[src/rtl/req_gen_if.sv]
// Handshake bundle between the two-channel request generator and its environment.
// slave: the req_gen side; master: the job source / downstream arbiter side.
interface req_gen_if;
  logic       i_job_0;
  logic       i_job_1;
  logic       i_gnt_0;
  logic       i_gnt_1;
  logic       o_req_0;
  logic       o_req_1;
  logic       o_busy_0;
  logic       o_busy_1;
  logic       o_done_0;
  logic       o_done_1;
  logic [3:0] o_pend_0;
  logic [3:0] o_pend_1;
  logic       o_ovf_0;
  logic       o_ovf_1;
  logic       o_timeout_0;
  logic       o_timeout_1;

  modport slave (
    input  i_job_0, i_job_1, i_gnt_0, i_gnt_1,
    output o_req_0, o_req_1, o_busy_0, o_busy_1, o_done_0, o_done_1,
           o_pend_0, o_pend_1, o_ovf_0, o_ovf_1, o_timeout_0, o_timeout_1
  );

  modport master (
    output i_job_0, i_job_1, i_gnt_0, i_gnt_1,
    input  o_req_0, o_req_1, o_busy_0, o_busy_1, o_done_0, o_done_1,
           o_pend_0, o_pend_1, o_ovf_0, o_ovf_1, o_timeout_0, o_timeout_1
  );
endinterface

[src/rtl/req_gen.sv]
// Two independent job counters, each driving an IDLE/REQ/XFER/REL request FSM.
// Optional grant-timeout counter and sticky flag enabled by macro REQ_TIMEOUT_EN.
module req_gen #(
  parameter int unsigned BURST_LEN = 4,
  parameter int unsigned TIMEOUT   = 16
) (
  input logic     i_clk,
  input logic     i_rstn,
  req_gen_if.slave bus
);

  typedef enum logic [1:0] {
    ST_IDLE,
    ST_REQ,
    ST_XFER,
    ST_REL
  } state_t;

  if (BURST_LEN < 1 || BURST_LEN > 15 || TIMEOUT < 2 || TIMEOUT > 255) begin : g_bad_param
    $error("req_gen: BURST_LEN must be 1..15 and TIMEOUT 2..255");
  end

  logic       w_job     [2];
  logic       w_gnt     [2];
  logic       w_req     [2];
  logic       w_busy    [2];
  logic       w_done    [2];
  logic       w_ovf     [2];
  logic       w_timeout [2];
  logic [3:0] w_pend    [2];

  assign w_job[0] = bus.i_job_0;
  assign w_job[1] = bus.i_job_1;
  assign w_gnt[0] = bus.i_gnt_0;
  assign w_gnt[1] = bus.i_gnt_1;

  assign bus.o_req_0     = w_req[0];
  assign bus.o_req_1     = w_req[1];
  assign bus.o_busy_0    = w_busy[0];
  assign bus.o_busy_1    = w_busy[1];
  assign bus.o_done_0    = w_done[0];
  assign bus.o_done_1    = w_done[1];
  assign bus.o_pend_0    = w_pend[0];
  assign bus.o_pend_1    = w_pend[1];
  assign bus.o_ovf_0     = w_ovf[0];
  assign bus.o_ovf_1     = w_ovf[1];
  assign bus.o_timeout_0 = w_timeout[0];
  assign bus.o_timeout_1 = w_timeout[1];

  for (genvar g = 0; g < 2; g++) begin : g_ch
    state_t     r_state;
    logic [3:0] r_pend;
    logic [3:0] r_burst;
    logic       r_done;
    logic       r_ovf;
    logic       w_last;
`ifdef REQ_TIMEOUT_EN
    logic [7:0] r_tocnt;
    logic       r_timeout;
`endif

    // Final beat of a burst that still holds the grant; completes the job.
    assign w_last = (r_state == ST_XFER) && w_gnt[g] && (r_burst == '0);

    always_ff @(posedge i_clk) begin
      if (!i_rstn) begin
        r_state <= ST_IDLE;
        r_pend  <= '0;
        r_burst <= '0;
        r_done  <= 1'b0;
        r_ovf   <= 1'b0;
`ifdef REQ_TIMEOUT_EN
        r_tocnt   <= '0;
        r_timeout <= 1'b0;
`endif
      end else begin
        r_done <= w_last;

        // An enqueue that coincides with a completion frees its own slot.
        if (w_job[g] && !w_last) begin
          if (r_pend == '1) begin
            r_ovf <= 1'b1;
          end else begin
            r_pend <= r_pend + 4'd1;
          end
        end else if (w_last && !w_job[g]) begin
          r_pend <= r_pend - 4'd1;
        end

        case (r_state)
          ST_IDLE: begin
            if (r_pend != '0) begin
              r_state <= ST_REQ;
            end
          end
          ST_REQ: begin
            if (w_gnt[g]) begin
              r_state <= ST_XFER;
              r_burst <= 4'(BURST_LEN - 1);
            end
          end
          ST_XFER: begin
            if (!w_gnt[g] || (r_burst == '0)) begin
              r_state <= ST_REL;
            end else begin
              r_burst <= r_burst - 4'd1;
            end
          end
          ST_REL: begin
            if (!w_gnt[g]) begin
              r_state <= (r_pend != '0) ? ST_REQ : ST_IDLE;
            end
          end
          default: r_state <= ST_IDLE;
        endcase

`ifdef REQ_TIMEOUT_EN
        if ((r_state == ST_REQ) && !w_gnt[g]) begin
          if (r_tocnt != '1) begin
            r_tocnt <= r_tocnt + 8'd1;
          end
          if (r_tocnt >= 8'(TIMEOUT - 1)) begin
            r_timeout <= 1'b1;
          end
        end else begin
          r_tocnt <= '0;
        end
`endif
      end
    end

    assign w_req[g]  = (r_state == ST_REQ) || (r_state == ST_XFER);
    assign w_busy[g] = (r_state == ST_XFER);
    assign w_done[g] = r_done;
    assign w_pend[g] = r_pend;
    assign w_ovf[g]  = r_ovf;
`ifdef REQ_TIMEOUT_EN
    assign w_timeout[g] = r_timeout;
`else
    assign w_timeout[g] = 1'b0;
`endif
  end

endmodule
[src/flat_wrapper.sv]
// flat-port wrapper written by rule: the top's interface ports become plain ports
module req_gen_flat 
#(
  parameter int unsigned BURST_LEN = 4,
  parameter int unsigned TIMEOUT   = 16
)
  (i_clk, i_rstn, bus_i_job_0, bus_i_job_1, bus_i_gnt_0, bus_i_gnt_1, bus_o_req_0, bus_o_req_1, bus_o_busy_0, bus_o_busy_1, bus_o_done_0, bus_o_done_1, bus_o_pend_0, bus_o_pend_1, bus_o_ovf_0, bus_o_ovf_1, bus_o_timeout_0, bus_o_timeout_1);
  req_gen_if bus_i ();
  input logic i_clk;
  input logic i_rstn;
  input wire logic [$bits(bus_i.i_job_0)-1:0] bus_i_job_0;
  input wire logic [$bits(bus_i.i_job_1)-1:0] bus_i_job_1;
  input wire logic [$bits(bus_i.i_gnt_0)-1:0] bus_i_gnt_0;
  input wire logic [$bits(bus_i.i_gnt_1)-1:0] bus_i_gnt_1;
  output wire logic [$bits(bus_i.o_req_0)-1:0] bus_o_req_0;
  output wire logic [$bits(bus_i.o_req_1)-1:0] bus_o_req_1;
  output wire logic [$bits(bus_i.o_busy_0)-1:0] bus_o_busy_0;
  output wire logic [$bits(bus_i.o_busy_1)-1:0] bus_o_busy_1;
  output wire logic [$bits(bus_i.o_done_0)-1:0] bus_o_done_0;
  output wire logic [$bits(bus_i.o_done_1)-1:0] bus_o_done_1;
  output wire logic [$bits(bus_i.o_pend_0)-1:0] bus_o_pend_0;
  output wire logic [$bits(bus_i.o_pend_1)-1:0] bus_o_pend_1;
  output wire logic [$bits(bus_i.o_ovf_0)-1:0] bus_o_ovf_0;
  output wire logic [$bits(bus_i.o_ovf_1)-1:0] bus_o_ovf_1;
  output wire logic [$bits(bus_i.o_timeout_0)-1:0] bus_o_timeout_0;
  output wire logic [$bits(bus_i.o_timeout_1)-1:0] bus_o_timeout_1;
  assign bus_i.i_job_0 = bus_i_job_0;
  assign bus_i.i_job_1 = bus_i_job_1;
  assign bus_i.i_gnt_0 = bus_i_gnt_0;
  assign bus_i.i_gnt_1 = bus_i_gnt_1;
  assign bus_o_req_0 = bus_i.o_req_0;
  assign bus_o_req_1 = bus_i.o_req_1;
  assign bus_o_busy_0 = bus_i.o_busy_0;
  assign bus_o_busy_1 = bus_i.o_busy_1;
  assign bus_o_done_0 = bus_i.o_done_0;
  assign bus_o_done_1 = bus_i.o_done_1;
  assign bus_o_pend_0 = bus_i.o_pend_0;
  assign bus_o_pend_1 = bus_i.o_pend_1;
  assign bus_o_ovf_0 = bus_i.o_ovf_0;
  assign bus_o_ovf_1 = bus_i.o_ovf_1;
  assign bus_o_timeout_0 = bus_i.o_timeout_0;
  assign bus_o_timeout_1 = bus_i.o_timeout_1;
  req_gen #(.BURST_LEN(BURST_LEN), .TIMEOUT(TIMEOUT)) u_core (.i_clk(i_clk), .i_rstn(i_rstn), .bus(bus_i));
endmodule
[config.mk]
export PLATFORM = sky130hd
export DESIGN_NAME = req_gen_flat
export DESIGN_NICKNAME = d
export VERILOG_FILES = /design/src/rtl/req_gen_if.sv /design/src/rtl/req_gen.sv /design/src/flat_wrapper.sv
export SDC_FILE = /design/constraint.sdc
export NUM_CORES = 1
export LEC_CHECK = 0
export CORE_UTILIZATION = 54
export CTS_CLUSTER_SIZE = 28
export DETAILED_ROUTE_END_ITERATION = 10
export PLACE_DENSITY = 0.83
export SYNTH_ARGS = -nofsm -noshare
export SYNTH_HDL_FRONTEND = slang
export SYNTH_SLANG_ARGS = --single-unit
export TNS_END_PERCENT = 100
[constraint.sdc]
create_clock -name i_clk -period 2.8 [get_ports i_clk]
set_input_delay 0.42 -clock i_clk [delete_from_list [all_inputs] [get_ports i_clk]]
set_output_delay 0.42 -clock i_clk [all_outputs]
set_load 0.05 [all_outputs]
Word level (Yosys, flattened, before mapping) --
Index checks and enable logic that the tools add are counted.
Word-level totals: flip-flop bits (word level) 24, logic and storage cells 96
Cells by class: $add $sub $neg 6, equal/unequal tests 20, multiplexer cells 24, reductions and logical operators 36
Operator list (count):
- 4-bit 2-to-1 mux | 10
- 2-bit 2-to-1 mux | 8
- 2-bit != test, second input constant | 8
- 2-bit case mux with 4 select lines | 2
- 4-bit case mux with 2 select lines | 2
- 4-bit by 1-bit subtractor with 4-bit output, second input constant | 4
- 4-bit by 1-bit adder with 4-bit output, second input constant | 2
- 2-bit == test, second input constant | 4
- 4-bit == test, second input constant | 2
- 1-bit logical AND | 8
- 4-bit logical NOT | 2
- 2-bit by 1-bit != test with 1-bit output, second input constant | 4
- 2-bit AND reduction | 4
- 4-bit AND reduction | 2
- 2-bit nonzero test | 4
- 4-bit nonzero test | 2
- 1-bit logical NOT | 6
- 3-bit AND reduction | 2
- 2-bit by 1-bit == test with 1-bit output, second input constant | 2
- 2-bit logical NOT | 2
- 1-bit logical OR | 4
- 1-bit 2-to-1 mux | 2

Logic depth before layout (Yosys ltp) --
depth in word-level cells 7, mapped depth 11, gate-level depth less buffers 10

Worst setup path before layout --
OpenSTA, ideal clock, no wires.
kind flip-flop to flip-flop, start point reg u_core.g_ch[0].r_state[0], end point reg u_core.g_ch[0].r_pend[3] (netlist: u_core.bus.o_pend_0[3]), library setup time 83 ps, data arrival time 2406 ps, required time 2717 ps, setup slack 311 ps, stages on the path, launching flop included 11, buffers on the path 0, period minus slack after synthesis 2489 ps, path through dfxtp_1 > inv_1 > ha_1 > nand2_1 > o21a_1 > inv_1 > ha_1 > a21oi_1 > and2_1 > nand2_1 > o221ai_1
On the way: longest elaborated chain between the ends 7, elaborated cells on any way between the ends 10, those cells by class eq/ne: 2; mux: 1; reduce/logical: 7
Ends and longest elaborated chain:
- start, declared | RTL line req_gen.sv:51 | state_t r_state;
- start signal, assigned | RTL line req_gen.sv:111 | r_state <= (r_pend != '0) ? ST_REQ : ST_IDLE;
- 2-bit == test *
- via bus_o_busy_0 | RTL line flat_wrapper.sv:17 | output wire logic [$bits(bus_i.o_busy_0)-1:0] bus_o_busy_0;
- 1-bit logical AND * (2 in series) | RTL line req_gen.sv:63 | assign w_last = (r_state == ST_XFER) && w_gnt[g] && (r_burst == '0);
- 1-bit logical NOT | RTL line req_gen.sv:80 | if (w_job[g] && !w_last) begin
- 1-bit logical AND | RTL line req_gen.sv:80
- 2-bit != test (no source line) or 2-bit nonzero test (tied branches)
- 2-bit AND reduction (no source line)
- end signal, assigned | RTL line req_gen.sv:84 | r_pend <= r_pend + 4'd1;
- end signal, assigned | RTL line req_gen.sv:87 | r_pend <= r_pend - 4'd1;
- end, declared | RTL line req_gen.sv:52 | logic [3:0] r_pend;
Mark *: on every way through the listed nets, which the timed path passes. The rest lies on a longest branch. A chain may end at the register's enable or synchronous reset.

Worst setup path in the final report --
start point reg u_core.g_ch[0].r_state[0], end point out bus_o_req_0
On the way: longest elaborated chain between the ends 2, elaborated cells on any way between the ends 3, those cells by class eq/ne: 2; reduce/logical: 1
Ends and longest elaborated chain:
- 2-bit by 1-bit == test with 1-bit output or 2-bit == test (tied branches) | RTL line req_gen.sv:132 | assign w_req[g] = (r_state == ST_REQ) || (r_state == ST_XFER);
- 1-bit logical OR * | RTL line req_gen.sv:132
- end, declared | RTL line flat_wrapper.sv:15 | output wire logic [$bits(bus_i.o_req_0)-1:0] bus_o_req_0;
Every way passes the cells marked *; elsewhere a longest branch is shown, timed or not.

==> key figures <==
Clock network
  – CTS Buffer Depth: 2
  – Setup bufs post-CTS: 0
  – Num CTS Buffers: 3
  – Clk pin slew, worst setup/hold paths: 0.14 ns
  – Hold Buf Count CTS: 0
  – Post_cts resized: 0
  – CTS tree: yes
  – Sink Count: 24
  – Root Driver: clkbuf_4
  – Clk_lat worst skew: 0.32 ns
  – H-tree depth: 1

Synth
  – Post-synth EDFFs: 0
  – Cell accounting for the most synthesized area: dfxtp_1
  – Yosys cell types: 48
  – Largest family of logic cells by synthesized area: compound AO/OA/AOI/OAI gates
  – Area share of fa/ha/maj cells after synthesis: 0.156
  – Asr flop ratio synth: 0
  – Syn Area/Cell: 8.89 µm²
  – Synthesized cell area: 1620 µm²
  – Seq/Total Area, Yosys: 0.297
  – Simple-gate share of the synthesized area: 0.192
  – Synth top area share: 0.297
  – Mux share of post-synthesis cell area: 0.0572
  – Leading register cell type out of synthesis: dfxtp_1
  – Top post-synthesis cells by area: dfxtp_1 (30%), ha_1 (13%), nand2_1 (4.4%)
  – Mapped Cells: 182
  – Synth Area in Compound Gates: 0.224
  – Warnings from Yosys: 0
  – Flops & latches, synth: 24
  – Xor/xnor share of the synthesized area: 0.0108

Power
  – Pwr dens: 931 nW/µm²
  – Sw frac: 0.491
  – Clock share of power: 0.089
  – P_sw: 854 µW
  – Sequential Power Share: 0.292
  – Max IR drop VDD: 685 µV
  – Leakage: 0.750 nW
  – Internal power: 883 µW
  – Logic gate share of total power: 0.619

Min path
  – Worst hold stages: 1
  – Hold crit path type: register to register

STA
  – Final slew viol count: 0
  – Hold Fails Final Rpt: 0
  – Max Fclk: 395 MHz
  – Setup TNS: 0 ns
  – Post-route setup slack: 0.266 ns
  – Slew headroom: 0.546
  – Setup Skew: 0.0143 ns
  – Measured slew at the worst slew-check pin: 0.675 ns
  – Crit path time final: 2.53 ns
  – Final Cycle Share: 0.905
  – RSZ-0062 raised after global routing: false
  – Final setup violation count: 0

Placement
  – Dpl hpwl: 2620 µm
  – DP Area: 1840 µm²
  – Port Buffer Count: 21
  – Cell count after placement: 230
  – GPL Wtd Cong: 0.873
  – Dpl ws: 0.261 ns

Critical path
  – Worst path arrival time: 2.11 ns
  – Worst-path cell chain: inv_1 > ha_1 > clkdlybuf4s50_1
  – CP max stage delay: 0.85 ns
  – Worst R2R Path Depth: 10
  – Slowest-stage cell, CP: clkdlybuf4s50_1
  – Critical setup path kind: register to output pin
  – CP Capture Type: output pin
  – Maximum fanout along the worst path: 7
  – CP Buf/Inv Count: 2
  – CP delay by family, top: buffers and inverters
  – Critical path depth: 3
  – Crit start category: register
  – CP required: 2.38 ns

Layout
  – Post-Layout Cell Count: 233
  – Fillers: 241
  – Nets@finish: 229
  – N_diodes: 0
  – Final Cell Area: 1870 µm²
  – Area growth syn-to-layout: 15.3%
  – Share of cells above drive strength 1: 0.0693

Detailed routing
  – Via Count: 1,421
  – Initial DRC count: 88
  – Routed wire per std cell: 14.7 µm
  – Vias per cell: 6.10
  – Detail Route Antenna Nets: 0
  – Post-route DRC: 3
  – WL final: 3420 µm
  – DR pass1 iterations: 7

Global routing
  – Largest net degree at the start of global routing: 19
  – Total GRT Usage: 0.230
  – Initial antenna violation count: 0
  – GRT Residual Overflow: 0
  – Global-route wire length before repair: 5910 µm
  – Vias in the first global route: 1,428

Run
  – Max cap viols: 0

Floorplan
  – Row count: 19
  – Core area: 2810 µm²
  – Chip Width: 56.7 µm
  – IO Pins: 24
  – Die ar.: 3220 µm²
  – Initial Util: 0.577
  – Die Ht: 56.7 µm

Status
  – Failing checks: DRC
  – Status: complete, but fails checks
-- registers in the layout, summed over array words and instances (netlist names) --
register,cells
u_core.bus.o_done_0,1
u_core.g_ch.r_burst,8
u_core.bus.o_pend_0,4
u_core.bus.o_ovf_0,1
u_core.bus.o_ovf_1,1
u_core.bus.o_done_1,1
u_core.bus.o_pend_1,4
u_core.g_ch.r_state,4
-- cell type report --
type                            count  area, µm²  area share
Clock buffer                        3       22.5      0.0121
Inverter                           15       56.3      0.0302
Multi-Input combinational cell    137       1040       0.559
Sequential cell                    24        480       0.258
Tap cell                           31       38.8      0.0208
Timing Repair Buffer               23        225       0.121
-- layout by cell type, fill, tap and decap left out, types with 3 or more instances in the layout --
master           instances
nand2b_1                 5
clkbuf_4                 3
nor2_1                   5
dfxtp_1                 24
nor3_1                  12
nand2_1                 19
clkdlybuf4s50_1         21
nand3_1                  3
mux2i_1                  7
o221ai_1                 4
and2_1                   5
ha_1                    17
a21oi_1                 13
inv_1                   15
nand4_1                  3
o21a_1                   6
-- stage by stage --
step	util	total power, mW	hold WS (ns)
5_1_grt	0.665	1.85	0.506
6_report	0.665	1.74	0.493
4_1_cts	0.665	1.74	0.492
2_1_floorplan	-	1.33	0.448
3_5_place_dp	0.657	1.58	0.458
3_3_place_gp	0.657	1.52	0.448
-- cell usage after synthesis, types with 3 or more instances --
master    count
and2_1        5
o221ai_1      4
ha_1         17
mux2i_1       7
nand2b_1      5
nand4_1       3
nor3_1       12
nand3_1       3
nor2_1        5
a21oi_1      13
inv_1        15
o21a_1        6
dfxtp_1      24
nand2_1      19
-- worst paths after layout --
| path | start | to | slack, ns |
|---|---|---|---|
| worst max register to register | u_core.g_ch[0].r_state[0] | u_core.bus.o_pend_0[3] | 0.38 |
| worst min-delay path | u_core.bus.o_ovf_0 | u_core.bus.o_ovf_0 | 0.49 |
| worst min register to register | u_core.bus.o_ovf_0 | u_core.bus.o_ovf_0 | 0.49 |
| worst max-delay path | u_core.g_ch[0].r_state[0] | bus_o_req_0 | 0.27 |
-- worst register-to-register path: cells and delay by family (launching register included) --
family | cells | cell delay, ns
simple gates | 3 | 0.41
fa+ha+maj | 2 | 0.61
buf+inv | 2 | 0.28
flops | 1 | 0.37
compound gates | 3 | 0.68
-- power by group through the flow --
stage	clock (mW)	sequential (mW)	combinational (mW)
after detailed placement	0	0.514	1.07
after global placement	0	0.504	1.01
after floorplan	0	0.591	0.742
final	0.155	0.507	1.07
after CTS	0.159	0.506	1.07
after global routing	0.170	0.518	1.16
-- cells by family after synthesis --
group | after synthesis
adder cells (fa/ha/maj) | 19
multiplexers | 9
XOR/XNOR | 2
flip-flops | 24
AO/OA/AOI/OAI | 44
other | 1
buffers and inverters | 22
AND/OR/NAND/NOR | 61
-- per-layer routing --
| metal | wire length, µm | up-vias | global-route usage |
|---|---|---|---|
| met5 | 0 | - | 0 |
| met2 | 1760 | 42 | 0.422 |
| li1 | - | 700 | - |
| met3 | 120 | 6 | 0.0415 |
| met1 | 1500 | 673 | 0.260 |
| met4 | 37 | 0 | 0.0906 |
Note: power is estimated with default switching activity, not from simulation.
